$ cat src/rtl/micro_sequencer.sv
// Next-state generator for the microprogrammed control unit: selects curState and keeps the incrementer register.
// Optional stall watchdog enabled by defining STALL_WDT_EN.
module micro_sequencer #(
    parameter int SW          = 7,
    parameter int RESET_STATE = 0,
    parameter int FETCH_STATE = 1,
    parameter int WDT_LIMIT   = 255,
    parameter int TRAP_STATE  = 127
) (
    input  logic          clk,
    input  logic          reset_n,
    input  logic [2:0]    N,
    input  logic [1:0]    S,
    input  logic          Inv,
    input  logic [SW-1:0] CR,
    input  logic          IncRld,
    input  logic          MOC,
    input  logic          Cond,
    input  logic [SW-1:0] EncAddr,
    output logic [SW-1:0] curState,
    output logic          stall_err
);

    logic [SW-1:0] incR;
    logic [SW-1:0] nxt;
    logic          condBit;
    logic          hold;

`ifdef STALL_WDT_EN
    logic [7:0] holdCnt;
    logic       stallErr;
    logic       wdtTrip;
`endif

    always_comb begin
        condBit = 1'b0;
        case (S)
            2'b00:   condBit = MOC;
            2'b01:   condBit = Cond;
            2'b10:   condBit = 1'b0;
            default: condBit = 1'b1;
        endcase
        condBit = condBit ^ Inv;
        hold    = (N == 3'b110) && !condBit;

        nxt = curState;
        case (N)
            3'b000:  nxt = EncAddr;
            3'b001:  nxt = SW'(FETCH_STATE);
            3'b010:  nxt = CR;
            3'b011:  nxt = incR;
            3'b100:  nxt = condBit ? CR : incR;
            3'b101:  nxt = condBit ? CR : EncAddr;
            3'b110:  nxt = condBit ? incR : curState;
            default: nxt = SW'(RESET_STATE);
        endcase

`ifdef STALL_WDT_EN
        // A hold that has already lasted WDT_LIMIT cycles is broken by jumping to the trap state.
        wdtTrip = hold && (holdCnt == 8'(WDT_LIMIT));
        if (wdtTrip) nxt = SW'(TRAP_STATE);
`endif
    end

    always_ff @(posedge clk or negedge reset_n) begin
        if (!reset_n) begin
            curState <= SW'(RESET_STATE);
            incR     <= SW'(RESET_STATE + 1);
        end else begin
            curState <= nxt;
            if (IncRld) incR <= nxt + 1'b1;
        end
    end

`ifdef STALL_WDT_EN
    always_ff @(posedge clk or negedge reset_n) begin
        if (!reset_n) begin
            holdCnt  <= 8'd0;
            stallErr <= 1'b0;
        end else if (wdtTrip) begin
            holdCnt  <= 8'd0;
            stallErr <= 1'b1;
        end else if (hold) begin
            holdCnt  <= holdCnt + 8'd1;
        end else begin
            holdCnt  <= 8'd0;
        end
    end

    assign stall_err = stallErr;
`else
    assign stall_err = 1'b0;
`endif

endmodule

$ cat config.mk
export PLATFORM = sky130hd
export DESIGN_NAME = micro_sequencer
export DESIGN_NICKNAME = d
export VERILOG_FILES = /design/src/rtl/micro_sequencer.sv
export SDC_FILE = /design/constraint.sdc
export NUM_CORES = 1
export LEC_CHECK = 0
export ABC_CLOCK_PERIOD_IN_PS = 2450
export BUFFER_PORTS_ARGS = -buffer_cell sky130_fd_sc_hd__buf_4
export CAP_MARGIN = 20
export CORE_ASPECT_RATIO = 0.5
export CORE_MARGIN = 1
export CORE_UTILIZATION = 40
export CTS_BUF_LIST = sky130_fd_sc_hd__clkbuf_2 sky130_fd_sc_hd__clkbuf_4 sky130_fd_sc_hd__clkbuf_8
export DETAILED_ROUTE_END_ITERATION = 6
export PLACE_DENSITY = 0.7
export SLEW_MARGIN = 0
export SYNTH_ARGS = -nofsm -noshare
export SYNTH_HDL_FRONTEND = slang
export SYNTH_SLANG_ARGS = --single-unit
export TNS_END_PERCENT = 50
$ cat constraint.sdc
create_clock -name clk -period 2.45 [get_ports clk]
set_input_delay 0.1225 -clock clk [delete_from_list [all_inputs] [get_ports clk]]
set_output_delay 0.1225 -clock clk [all_outputs]
set_load 0.05 [all_outputs]
Yosys cells after proc, flatten, opt, wreduce, memory -nomap -nowiden --
Index checks and enable logic that the tools add are counted.
Operators by class: $add $sub $neg 1, equality and inequality tests 8, multiplexer cells 5, bitwise operators 1, reduce and logical (&&, ||, !) cells 2
Operators with widths (number):
- 7-bit case mux with 7 select lines | 1
- 7-bit 2-to-1 mux | 3
- 3-bit equality test, second input constant | 3
- 7-bit by 1-bit adder with 7-bit output, second input constant | 1
- 3-bit by 2-bit equality test with 1-bit output, second input constant | 2
- 3-bit by 1-bit equality test with 1-bit output, second input constant | 1
- 3-bit zero test | 1
- 1-bit case mux with 3 select lines | 1
- 2-bit by 1-bit equality test with 1-bit output, second input constant | 1
- 2-bit equality test, second input constant | 1
- 2-bit zero test | 1
- 1-bit bitwise XOR | 1
Storage, ports and cells: flip-flop bits (word level) 14, bits of input ports 25, output and inout bits 8, word-level logic and storage cells 19

Longest topological paths before layout --
Gate-level depths: netlist of the first run.
word-level depth 6, depth in mapped cells 11, gate-level depth less buffers 8

Worst setup path before layout of the first run --
OpenSTA, ideal clock, no wires.
kind register -> register, start point register curState[1], end point register incR[2], arrival time 2139 ps, data required time 2325 ps, path slack 187 ps, cell stages (with the launch flop) 8, path through dfrtp_1 > nand3_1 > a21oi_1 > o31a_1 > or4_4 > ha_1 > xor2_1 > mux2_2
On the way: cells in the longest elaborated chain, start to end 3
RTL lines:
- start: declaration | RTL line 20 | output logic [SW-1:0] curState,
- start signal: assignment | RTL line 67 | curState <= SW'(RESET_STATE);
- start signal: assignment | RTL line 70 | curState <= nxt;
- 7-bit 2-to-1 mux | RTL line 54 | 3'b110: nxt = condBit ? incR : curState;
- 7-bit case mux with 7 select lines | RTL line 47 | case (N)
- named net nxt[1] | RTL line 25 | logic [SW-1:0] nxt;
- 7-bit by 1-bit adder with 7-bit output | RTL line 71 | if (IncRld) incR <= nxt + 1'b1;
- end signal: assignment | RTL line 68 | incR <= SW'(RESET_STATE + 1);
- end signal: assignment | RTL line 71
- end: declaration | RTL line 24 | logic [SW-1:0] incR;
The timed path passes the listed nets, and every way through them passes these cells. A chain may end at the register's enable or synchronous reset.

Final worst setup path of the first run --
start point register incR[1], end point register incR[2]
On the way: cells in the longest elaborated chain, start to end 3
RTL lines (RTL line):
- 7-bit 2-to-1 mux (on tied branches) | 54, 52
- 7-bit case mux with 7 select lines * | 47
- named net nxt[1] | 25
- 7-bit by 1-bit adder with 7-bit output * | 71
The timed path passes the listed nets; every way through them passes the cells marked *.

==> results of run 1 <==
-- power by group through the flow --
| stage | Combinational (mW) | Sequential [mW] | Clock [mW] |
|---|---|---|---|
| after floorplan | 0.237 | 0.393 | 0 |
| after global placement | 0.430 | 0.342 | 0 |
| after detailed placement | 0.436 | 0.345 | 0 |
| after CTS | 0.440 | 0.341 | 0.230 |
| after global routing | 0.477 | 0.350 | 0.241 |
| final | 0.442 | 0.344 | 0.224 |
-- final cells by class --
type                    count  area [um^2]  area share [%]
repair buffers             41          310            16.6
well taps                  51         63.8            3.42
multi-input cells         138         1060            56.8
clock buffers               4         55.1            2.95
inverters                   7         26.3            1.41
flip-flops and latches     14          352            18.8
-- path summary, 6_finish.rpt --
check                             start           to  slack [ns]  cells after the start
min in group asynchronous       reset_n  curState[3]        0.25                      2
worst min-delay path             IncRld      incR[3]        0.20                      2
worst max register to register  incR[1]      incR[2]        0.13                      7
worst max-delay path            incR[1]      incR[2]        0.13                      7
worst min register to register  incR[0]      incR[0]        0.52                      2
max in group asynchronous       reset_n      incR[0]        1.95                      2
-- what timing repair did --
action / 4_1_cts / 5_1_grt
hold buffers: 1 / 0
endpoints found under the hold margin: 14 / 0
buffers inserted: 0 / 0
-- routing by layer --
layer,GRT usage (%),share of wire (%)
met1,32.2,44
met2,34.4,44
met3,5.98,10
met4,6.35,1.2
met5,0,0
-- state kept, by name (all words and copies together) (netlist names) --
signal / flops
curState: 7
incR: 7
-- synthesized netlist by cell type (all sizes together), types with 3 or more instances --
master / count
a31oi: 4
nor2b: 5
buf: 14
nand4b: 3
dfrtp: 13
o211ai: 4
or3: 3
mux2i: 8
o2111ai: 5
or4: 3
a21oi: 5
o21ai: 7
inv: 7
nand3: 14
mux2: 4
nand2: 14
o221ai: 3
a211oi: 7
nor2: 4
a32oi: 3
clkbuf: 5
-- metrics by stage --
stage	instance area (um^2)	hold WS, ns	total power, mW
2_1_floorplan	1540	-0.173	0.630
3_3_place_gp	1800	-0.0197	0.772
3_5_place_dp	1800	-0.0193	0.781
4_1_cts	1870	0.190	1.01
5_1_grt	1870	0.208	1.07
6_report	1870	0.199	1.01
-- cell families after synthesis --
family          share of synthesized area, %
other cells                            0.244
simple gates                            31.4
xor+xnor                                1.71
mux                                     8.14
compound gates                          26.6
buf+inv                                 8.14
fa+ha+maj                              0.814
flops                                   22.9
==> results.md, run 1 <==
- Async SR Flop Fraction: 100%
- Seq/Total Area, Yosys: 22.9%
- Clock tree buffer depth: 2
- Net Sw Power: 396 uW
- Placed Instances: 250
- GP Congestion: between 0.8 and 0.9
- Cells after Synth: between 150 and 200
- Critical Path Fanout Max: 5
- Count of cell types in the netlist: 64
- Max Cap Viol: 0
- Chip height: between 40 and 50 um
- Root buffer cell: clkbuf_8
- Worst-margin pin slew: 0.504 ns
- Worst clock skew: between 0.009 and 0.01 ns
- Slew Limit Fails: 0
- H-tree levels: 1
- Critical path class: register to register
- Post-route antenna net violation count: 0
- Fmax achieved: 431 MHz
- WL final: 4280 um
- Final core occ: 52.6%
- Unrepaired setup endpoints after global routing: false
- Pin count of the biggest net entering global routing: 21
- CORE AREA: 0.00355 mm^2
- Syn Area/Cell: 8.63 um^2
- Syn Nets: a little over 200
- Clock power share: 22.2%
- Final Hold Viols: 0
- CTS tree: done
- Final HPWL DP: 3310 um
- Critical path cell sequence: or3b_2 > a211oi_1 > o31a_1 > or4_4 > ha_1 > xor2_1 > mux2_2
- Clock transition at the registers of the reported paths: around 0.06 ns
- Synth area leaders: dfrtp_1, mux2i_1, nand3_1
- Crit path DAT: between 2 and 2.5 ns
- Number of global-route vias before repair: 1381
- Commonest non-fill, non-tap cell in the layout: buf_4
- Min-Delay Path Class: input pin to register
- Number of flops mapped to enable cells by yosys: 0
- Buffers and inverters on the worst path: 0
- Overall via count from detail_route: 1562
- Area delta synth->final: 21.5%
- I/O Pins: 33
- Clk_lat worst skew: 0.25 ns
- FF+latch count, synth: 14
- Initial drt markers: 163
- Effective utilization at floorplan: between 40 and 50%
- Vias per inst: 6.13
- Slew Limit Headroom: 65.9%
- Status: completed
- Leak: 0.765 nW
- Slowest CP cell: or4_4
- FP Rows: 15
- First-pass GRT wire length: 6840 um
- Share of the synthesized area in the top cell type: 21.2%
- Setup Viol. Count Final: 0
- Post-synth top area cell: dfrtp_1
- Gr ovfl total: 0
- Initial antenna violation count: 0
- Cell Count, Final, Fillers Out: 255
- Cts bufs inserted: 3
- Ys Warns: 0
- Fin worst setup slack: around 0.13 ns
- Total GRT Usage: 22.8%
- Gate power share: 43.8%
- Final period util: 94.8%
- VDD IR-drop max: 0.276 mV
- Slowest Stage Delay on Critical Path: 0.56 ns
- Drt first pass iters: 4
- Antenna cells: 0
- Cell area after synthesis: 0.00154 mm^2
- DR WL/cell: 16.8 um
- Type of element capturing the critical path: register
- Die Area: 0.00411 mm^2
- Internal power: a little over 600 uW
- Most frequent cells in the layout: buf_4, nand2_1, dfrtp_1
- Register share of total power: between 30% and 40%
- # nets final: 231
- PostCTS Resize Cnt: 0
- Worst EP required: roughly 2.6 ns
- DRC: 0
- Clock sink count: 14
- Synth Flop Type: dfrtp_1
- Tmin final: between 2 and 2.5 ns
- Die width: 89.7 um
- Switch share: 39.2%
- FILL cells: 315
- Placement Setup Slack: 0.102 ns
- Total Neg Setup Slack: 0 ns
- Pwr Density: 541 mW/mm^2
- Port-buffer cells: 31
- Crit path max-delay family: simple AND/OR/NAND/NOR gates
- Startpoint types: register
- Layout cells sized above 1: 32.8%
(Power assumes the default switching activity.)
==> inputs of run 2 (changes only) <==
Settings changed: ABC_AREA from default to 1, CORE_MARGIN 1 to 2, PLACE_DENSITY 0.7 to 0.72.
==> run 2 against run 1 <==
Flip-flop and latch count did not move. Total power fell by 20%. Area after synthesis fell by 25%. Maximum frequency rose by 27%. First-iteration DRC count fell by 45%. Clock power barely moved.
==> results.md, run 2 <==
- Overall via count from detail_route: 1233 (was 1562)
- Type of element capturing the critical path: register (unchanged)
- Register share of total power: 37.1% (was 34.0%)
- I/O Pins: 33 (unchanged)
- Cts bufs inserted: 3 (unchanged)
- Synth area leaders: dfrtp_1, nand2_1, nand3_1 (was dfrtp_1, mux2i_1, nand3_1)
- Critical Path Fanout Max: 4 (was 5)
- Layout cells sized above 1: 25.2% (was 32.8%)
- Status: completed (unchanged)
- Most common cell in the netlist: nand2_1
- Critical path class: register to register (unchanged)
- H-tree levels: 1 (unchanged)
- Tmin final: 1.83 ns (was 2.32 ns)
- DR WL/cell: 10.8 um (was 16.8 um)
- Die Area: 0.00337 mm^2 (was 0.00411 mm^2)
- Net Sw Power: 299 uW (was 396 uW)
- Syn Nets: 212 (was 204)
- Clock transition at the registers of the reported paths: 0.06 ns (about the same)
- CTS tree: done (unchanged)
- Cell Count, Final, Fillers Out: 255 (unchanged)
- Antenna cells: 0 (unchanged)
- Unrepaired setup endpoints after global routing: false (unchanged)
- Slew Limit Fails: 0 (unchanged)
- Post-synth top area cell: dfrtp_1 (unchanged)
- FF+latch count, synth: 14 (unchanged)
- Buffers and inverters on the worst path: 0 (unchanged)
- DRC: 0 (unchanged)
- Post-CTS Setup Bufs: 0 (unchanged)
- Ys Warns: 0 (unchanged)
- Final Hold Viols: 0 (unchanged)
- Critical path cell sequence: o21ai_0 > o21ai_0 > a21oi_1 > nand3_1 > ha_1 > nand2_4 > nor2_2 > nand3_1 > nand3_1 > nand2_1 (was or3b_2 > a211oi_1 > o31a_1 > or4_4 > ha_1 > xor2_1 > mux2_2)
- Crit path max-delay family: simple AND/OR/NAND/NOR gates (unchanged)
- Pwr Density: 549 mW/mm^2 (was 541 mW/mm^2)
- Vias per inst: 4.84 (was 6.13)
- GP Congestion: 0.811 (was 0.849)
- Clock power share: 27.8% (was 22.2%)
- Fmax achieved: 545 MHz (was 431 MHz)
- Worst EP required: 2.59 ns (about the same)
- # nets final: 245 (was 231)
- Pin count of the biggest net entering global routing: 15 (was 21)
- Post-route antenna net violation count: 0 (unchanged)
- Async SR Flop Fraction: 100% (unchanged)
- Clock sink count: 14 (unchanged)
- Total GRT Usage: 17.3% (was 22.8%)
- Slowest Stage Delay on Critical Path: 0.57 ns (was 0.56 ns)
- Setup Viol. Count Final: 0 (unchanged)
- Share of the synthesized area in the top cell type: 28.1% (was 21.2%)
- Startpoint types: register (unchanged)
- Leak: 0.831 nW (was 0.765 nW)
- Die width: 80.1 um (was 89.7 um)
- Cells after Synth: 186 (was 178)
- Seq/Total Area, Yosys: 30.3% (was 22.9%)
- CORE AREA: 0.00267 mm^2 (was 0.00355 mm^2)
- Gate power share: 35.1% (was 43.8%)
- Synth Flop Type: dfrtp_1 (unchanged)
- FILL cells: 265 (was 315)
- Most frequent CP cell: nand3_1
- Drt first pass iters: 4 (unchanged)
- Commonest non-fill, non-tap cell in the layout: nand2_1 (was buf_4)
- Gr ovfl total: 0 (unchanged)
- Crit path DAT: 1.97 ns (was 2.46 ns)
- Fin worst setup slack: 0.617 ns (was 0.128 ns)
- Post-synth top cells: nand2_1, nand3_1, inv_1, dfrtp_1, nor2_1 (was dfrtp_1, nand2_1, nand3_1, buf_2, mux2i_1)
- Post-Place Cell Area: 0.00141 mm^2 (was 0.00180 mm^2)
- Switch share: 37.0% (was 39.2%)
- Cell area after synthesis: 0.00116 mm^2 (was 0.00154 mm^2)
- Placed Instances: 250 (unchanged)
- Syn Area/Cell: 6.23 um^2 (was 8.63 um^2)
- Internal power: 509 uW (was 613 uW)
- Final period util: 74.8% (was 94.8%)
- Root buffer cell: clkbuf_8 (unchanged)
- Clock tree buffer depth: 2 (unchanged)
- Effective utilization at floorplan: 43.4% (was 43.3%)
- Initial drt markers: 90 (was 163)
- Number of global-route vias before repair: 975 (was 1381)
- First-pass GRT wire length: 4400 um (was 6840 um)
- Total Neg Setup Slack: 0 ns (unchanged)
- Max Cap Viol: 0 (unchanged)
- Initial antenna violation count: 0 (unchanged)
- Area delta synth->final: 27.0% (was 21.5%)
- Top Registers: curState (7), incR (7) (unchanged)
- Design Area, Final: 0.00147 mm^2 (was 0.00187 mm^2)
- FP Rows: 13 (was 15)
- Most frequent cells in the layout: nand2_1, buf_4, nand3_1 (was buf_4, nand2_1, dfrtp_1)
- Placement Setup Slack: 0.460 ns (was 0.102 ns)
- Final HPWL DP: 2190 um (was 3310 um)
- Final core occ: 55.2% (was 52.6%)
- VDD IR-drop max: 0.291 mV (was 0.276 mV)
- Worst clock skew: 0.00325 ns (was 0.00933 ns)
- Clk_lat worst skew: 0.25 ns (about the same)
- Number of flops mapped to enable cells by yosys: 0 (unchanged)
- Slowest CP cell: dfstp_2 (was or4_4)
- Chip height: 42.1 um (was 45.8 um)
- WL final: 2760 um (was 4280 um)
- Count of cell types in the netlist: 27 (was 64)
- Port-buffer cells: 31 (unchanged)
- Min-Delay Path Class: input pin to register (unchanged)
run 2: changes by cell type after synthesis, sizes merged, moves of 5 or more:
| cell | delta |
|---|---|
| nand2 | +56 |
| inv | +22 |
| nand3 | +17 |
| nor2 | +12 |
| buf | -11 |
| mux2i | -8 |
| a211oi | -7 |
| nor2b | -5 |
| o2111ai | -5 |
run 2: path summary, 6_finish.rpt:
check | startpoint | end | slack (ns) | cells past startpoint
setup / recovery | incR[0] | incR[6] | 0.62 | 10
min in group asynchronous | reset_n | curState[0] | 0.26 | 2
hold / removal | IncRld | incR[3] | 0.10 | 2
max in group asynchronous | reset_n | incR[0] | 1.96 | 2
hold reg to reg | incR[1] | incR[1] | 0.52 | 2
setup reg to reg | incR[0] | incR[6] | 0.62 | 10
run 2: cells by family after synthesis:
group                      after synthesis  synth area share, %
AOI/OAI and AO/OA                        9                 4.10
adders and majority gates                1                 1.08
buffers and inverters                   33                 12.1
DFF                                     14                 30.3
other                                    1                0.324
and+or+nand+nor                        128                 52.1
run 2: final cells by class:
| class | instances | area (um^2) | area share [%] |
|---|---|---|---|
| clock buffer | 4 | 55.1 | 3.74 |
| inverter | 29 | 109 | 7.40 |
| multi-input combinational | 139 | 667 | 45.3 |
| sequential | 14 | 352 | 23.9 |
| tap | 37 | 46.3 | 3.15 |
| timing repair buffer | 32 | 243 | 16.5 |
run 2: what timing repair did:
| action | 4_1_cts | 5_1_grt |
|---|---|---|
| endpoints found under the setup margin | 0 | 0 |
| hold buffers | 1 | 0 |
| resized for setup | 0 | 0 |
| endpoints found under the hold margin | 14 | 0 |
run 2: worst reg2reg max path, delay by kind of cell (launching register included):
kind                       cells  cell delay, ns
AOI/OAI and AO/OA              3            0.32
adders and majority gates      1            0.25
DFF                            1            0.57
and+or+nand+nor                6            0.59
run 2: stage by stage:
step	total power, mW	hold slack, ns
3_5_place_dp	0.584	-0.0194
5_1_grt	0.859	0.108
6_report	0.808	0.103
2_1_floorplan	0.486	-0.173
3_3_place_gp	0.583	-0.0202
4_1_cts	0.814	0.102
run 2: per-layer routing:
layer / up-vias / track usage [%] / routed length, um
met5: - / 0 / 0
met4: 0 / 8.14 / 50
met3: 4 / 4.09 / 171
met2: 38 / 24.5 / 1150
met1: 543 / 24.7 / 1390
li1: 648 / - / -
run 2: power by group through the flow:
stage / combinational [mW] / clock [mW] / sequential [mW]
after floorplan: 0.134 / 0 / 0.352
after global placement: 0.281 / 0 / 0.302
after detailed placement: 0.282 / 0 / 0.303
after CTS: 0.284 / 0.231 / 0.299
after global routing: 0.310 / 0.244 / 0.304
final: 0.284 / 0.224 / 0.300
==> inputs of run 3 (changes only) <==
Settings changed: ABC_CLOCK_PERIOD_IN_PS 2450 to 1540, PLACE_DENSITY 0.72 to 0.75.
Clock period 2.45 ns to 1.54 ns, I/O delays scaled along.
==> run 3 against run 2 <==
The run now ends with setup timing left. Register-to-register slack lost 0.64 ns. Total power rose by 74%. Combinational power is 99% higher. Via count is 9.5% higher. Hold slack worse by 0.020 ns. Worst setup slack got worse by 0.64 ns. Wire length increased by 19%. Clock power increased by 64%. Flip-flop and latch count unchanged. First-iteration DRC count fell by 34%. Maximum frequency rose by 17%.
==> results.md, run 3 (synthesis results as in run 2) <==
- Status: finished, violations left (was completed)
- Failing checks: setup timing
- Clock transition at the registers of the reported paths: 0.06 ns (about the same)
- Commonest non-fill, non-tap cell in the layout: nand2_1 (unchanged)
- Hold depth: 2 (unchanged)
- First-pass GRT wire length: 5090 um (was 4400 um)
- Final period util: 102% (was 74.8%)
- Design Area, Final: 0.00172 mm^2 (was 0.00147 mm^2)
- Top Registers: curState (7), incR (7) (unchanged)
- Post-route antenna net violation count: 0 (unchanged)
- Final Hold Viols: 0 (unchanged)
- Post-Place Cell Area: 0.00158 mm^2 (was 0.00141 mm^2)
- Min-Delay Path Class: input pin to register (unchanged)
- Clock sink count: 14 (unchanged)
- H-tree levels: 1 (unchanged)
- Clk_lat worst skew: 0.25 ns (about the same)
- Crit path DAT: 1.75 ns (was 1.97 ns)
- Pin count of the biggest net entering global routing: 15 (unchanged)
- Critical Path Fanout Max: 3 (was 4)
- Antenna cells: 0 (unchanged)
- Number of global-route vias before repair: 1172 (was 975)
- Die width: 80.1 um (unchanged)
- R2R Setup Slk: -0.03 ns (was 0.62 ns)
- Slew Limit Fails: 0 (unchanged)
- Max Cap Viol: 0 (unchanged)
- Gr ovfl total: 0 (unchanged)
- Slowest Stage Delay on Critical Path: 0.55 ns (was 0.57 ns)
- CORE AREA: 0.00267 mm^2 (unchanged)
- Overall via count from detail_route: 1350 (was 1233)
- Pwr Density: 817 mW/mm^2 (was 549 mW/mm^2)
- Worst reg2reg endpoint: incR[6] (unchanged)
- DRC: 0 (unchanged)
- FP Rows: 13 (unchanged)
- Critical path cell sequence: nand4_1 > nand3_1 > a21oi_2 > nand3_2 > ha_4 > nand2_4 > nor2_4 > nand2_1 > nand2_1 > nand3_1 > nand2_1 (was o21ai_0 > o21ai_0 > a21oi_1 > nand3_1 > ha_1 > nand2_4 > nor2_2 > nand3_1 > nand3_1 > nand2_1)
- VDD IR-drop max: 0.502 mV (was 0.291 mV)
- Final HPWL DP: 2550 um (was 2190 um)
- Initial antenna violation count: 0 (unchanged)
- Fin worst setup slack: -0.0254 ns (was 0.617 ns)
- Leak: 0.956 nW (was 0.831 nW)
- Initial drt markers: 59 (was 90)
- Clock tree buffer depth: 2 (unchanged)
- Slowest CP cell: dfstp_2 (unchanged)
- Most frequent cells in the layout: nand2_1, buf_4, nand3_1 (unchanged)
- Worst clock skew: 0.000763 ns (was 0.00325 ns)
- GP Congestion: 0.861 (was 0.811)
- Total GRT Usage: 19.2% (was 17.3%)
- Drt first pass iters: 4 (unchanged)
- Hold EP: incR[3] (unchanged)
- Setup Viol. Count Final: 3 (was 0)
- Reg-to-reg startpoint: incR[0] (unchanged)
- Root buffer cell: clkbuf_8 (unchanged)
- Area delta synth->final: 48.4% (was 27.0%)
- Port-buffer cells: 31 (unchanged)
- Hold Slack: 0.0836 ns (was 0.103 ns)
- Die Area: 0.00337 mm^2 (unchanged)
- Critical path class: register to register (unchanged)
- Effective utilization at floorplan: 43.4% (unchanged)
- Most frequent CP cell: nand2_1 (was nand3_1)
- Worst EP required: 1.73 ns (was 2.59 ns)
- Type of element capturing the critical path: register (unchanged)
- Cell Count, Final, Fillers Out: 279 (was 255)
- Cts bufs inserted: 3 (unchanged)
- Startpoint types: register (unchanged)
- DR WL/cell: 11.7 um (was 10.8 um)
- Placed Instances: 272 (was 250)
- Chip height: 42.1 um (unchanged)
- CTS tree: done (unchanged)
- Layout cells sized above 1: 38.4% (was 25.2%)
- WL final: 3270 um (was 2760 um)
- Tmin final: 1.57 ns (was 1.83 ns)
- Unrepaired setup endpoints after global routing: true (was false)
- Worst r2r path cells: 11 (was 10)
- Fmax achieved: 639 MHz (was 545 MHz)
- # nets final: 269 (was 245)
- Hold path start: IncRld (unchanged)
- Vias per inst: 4.84 (about the same)
- I/O Pins: 33 (unchanged)
==> run 3: power breakdown <==
part	internal (mW)	switching (mW)	total, mW	leakage, nW
clock	0.227	0.140	0.367	0.0288
sequential	0.431	0.0438	0.475	0.174
combinational	0.224	0.340	0.564	0.754
==> run 3: metal layers <==
metal / vias up / routed length [um] / track usage [%]
li1: 693 / - / -
met1: 617 / 1550 / 27.6
met2: 38 / 1500 / 30.7
met3: 2 / 198 / 3.23
met4: 0 / 20 / 3.73
met5: - / 0 / 0
==> run 3: worst max-delay path: cells and delay by family, from the launching register on <==
| kind | cells | cell delay [ns] |
|---|---|---|
| adders and majority gates | 1 | 0.15 |
| AOI/OAI and AO/OA | 1 | 0.06 |
| DFF | 1 | 0.55 |
| and+or+nand+nor | 9 | 0.75 |
==> run 3: area by class of cell <==
class | instances | area [um^2]
clock buffers | 4 | 55.1
inverters | 29 | 109
repair buffers | 56 | 423
multi-input cells | 139 | 732
well taps | 37 | 46.3
flip-flops and latches | 14 | 354
fillers | 234 | 948
==> run 3: repair_timing <==
action | in CTS | in global routing
hold endpoints to repair | 14 | 0
pin swaps | 2 | 14
gates resized for setup | 3 | 11
setup endpoints to repair | 5 | 5
buffers inserted | 0 | 2
hold buffers | 1 | 0
==> run 3: per-stage QoR <==
stage / worst slack [ns] / total power [mW] / util, % / TNS, ns
floorplan: -0.0552 / 0.780 / - / -0.127
CTS: -0.0553 / 1.37 / 62.0 / -0.101
global placement: -0.156 / 0.995 / 59.4 / -0.672
global route: -0.161 / 1.49 / 64.4 / -0.613
finish: -0.0254 / 1.41 / 64.4 / -0.0666
detailed placement: -0.209 / 1.00 / 59.4 / -0.822
==> run 3: worst max-delay path by stage <==
stage / from / end
CTS: incR[0] / incR[6]
floorplan: curState[1] / incR[2]
detailed placement: S[1] / incR[6]
finish: incR[0] / incR[6]
global placement: S[1] / incR[6]
global route: incR[0] / incR[6]
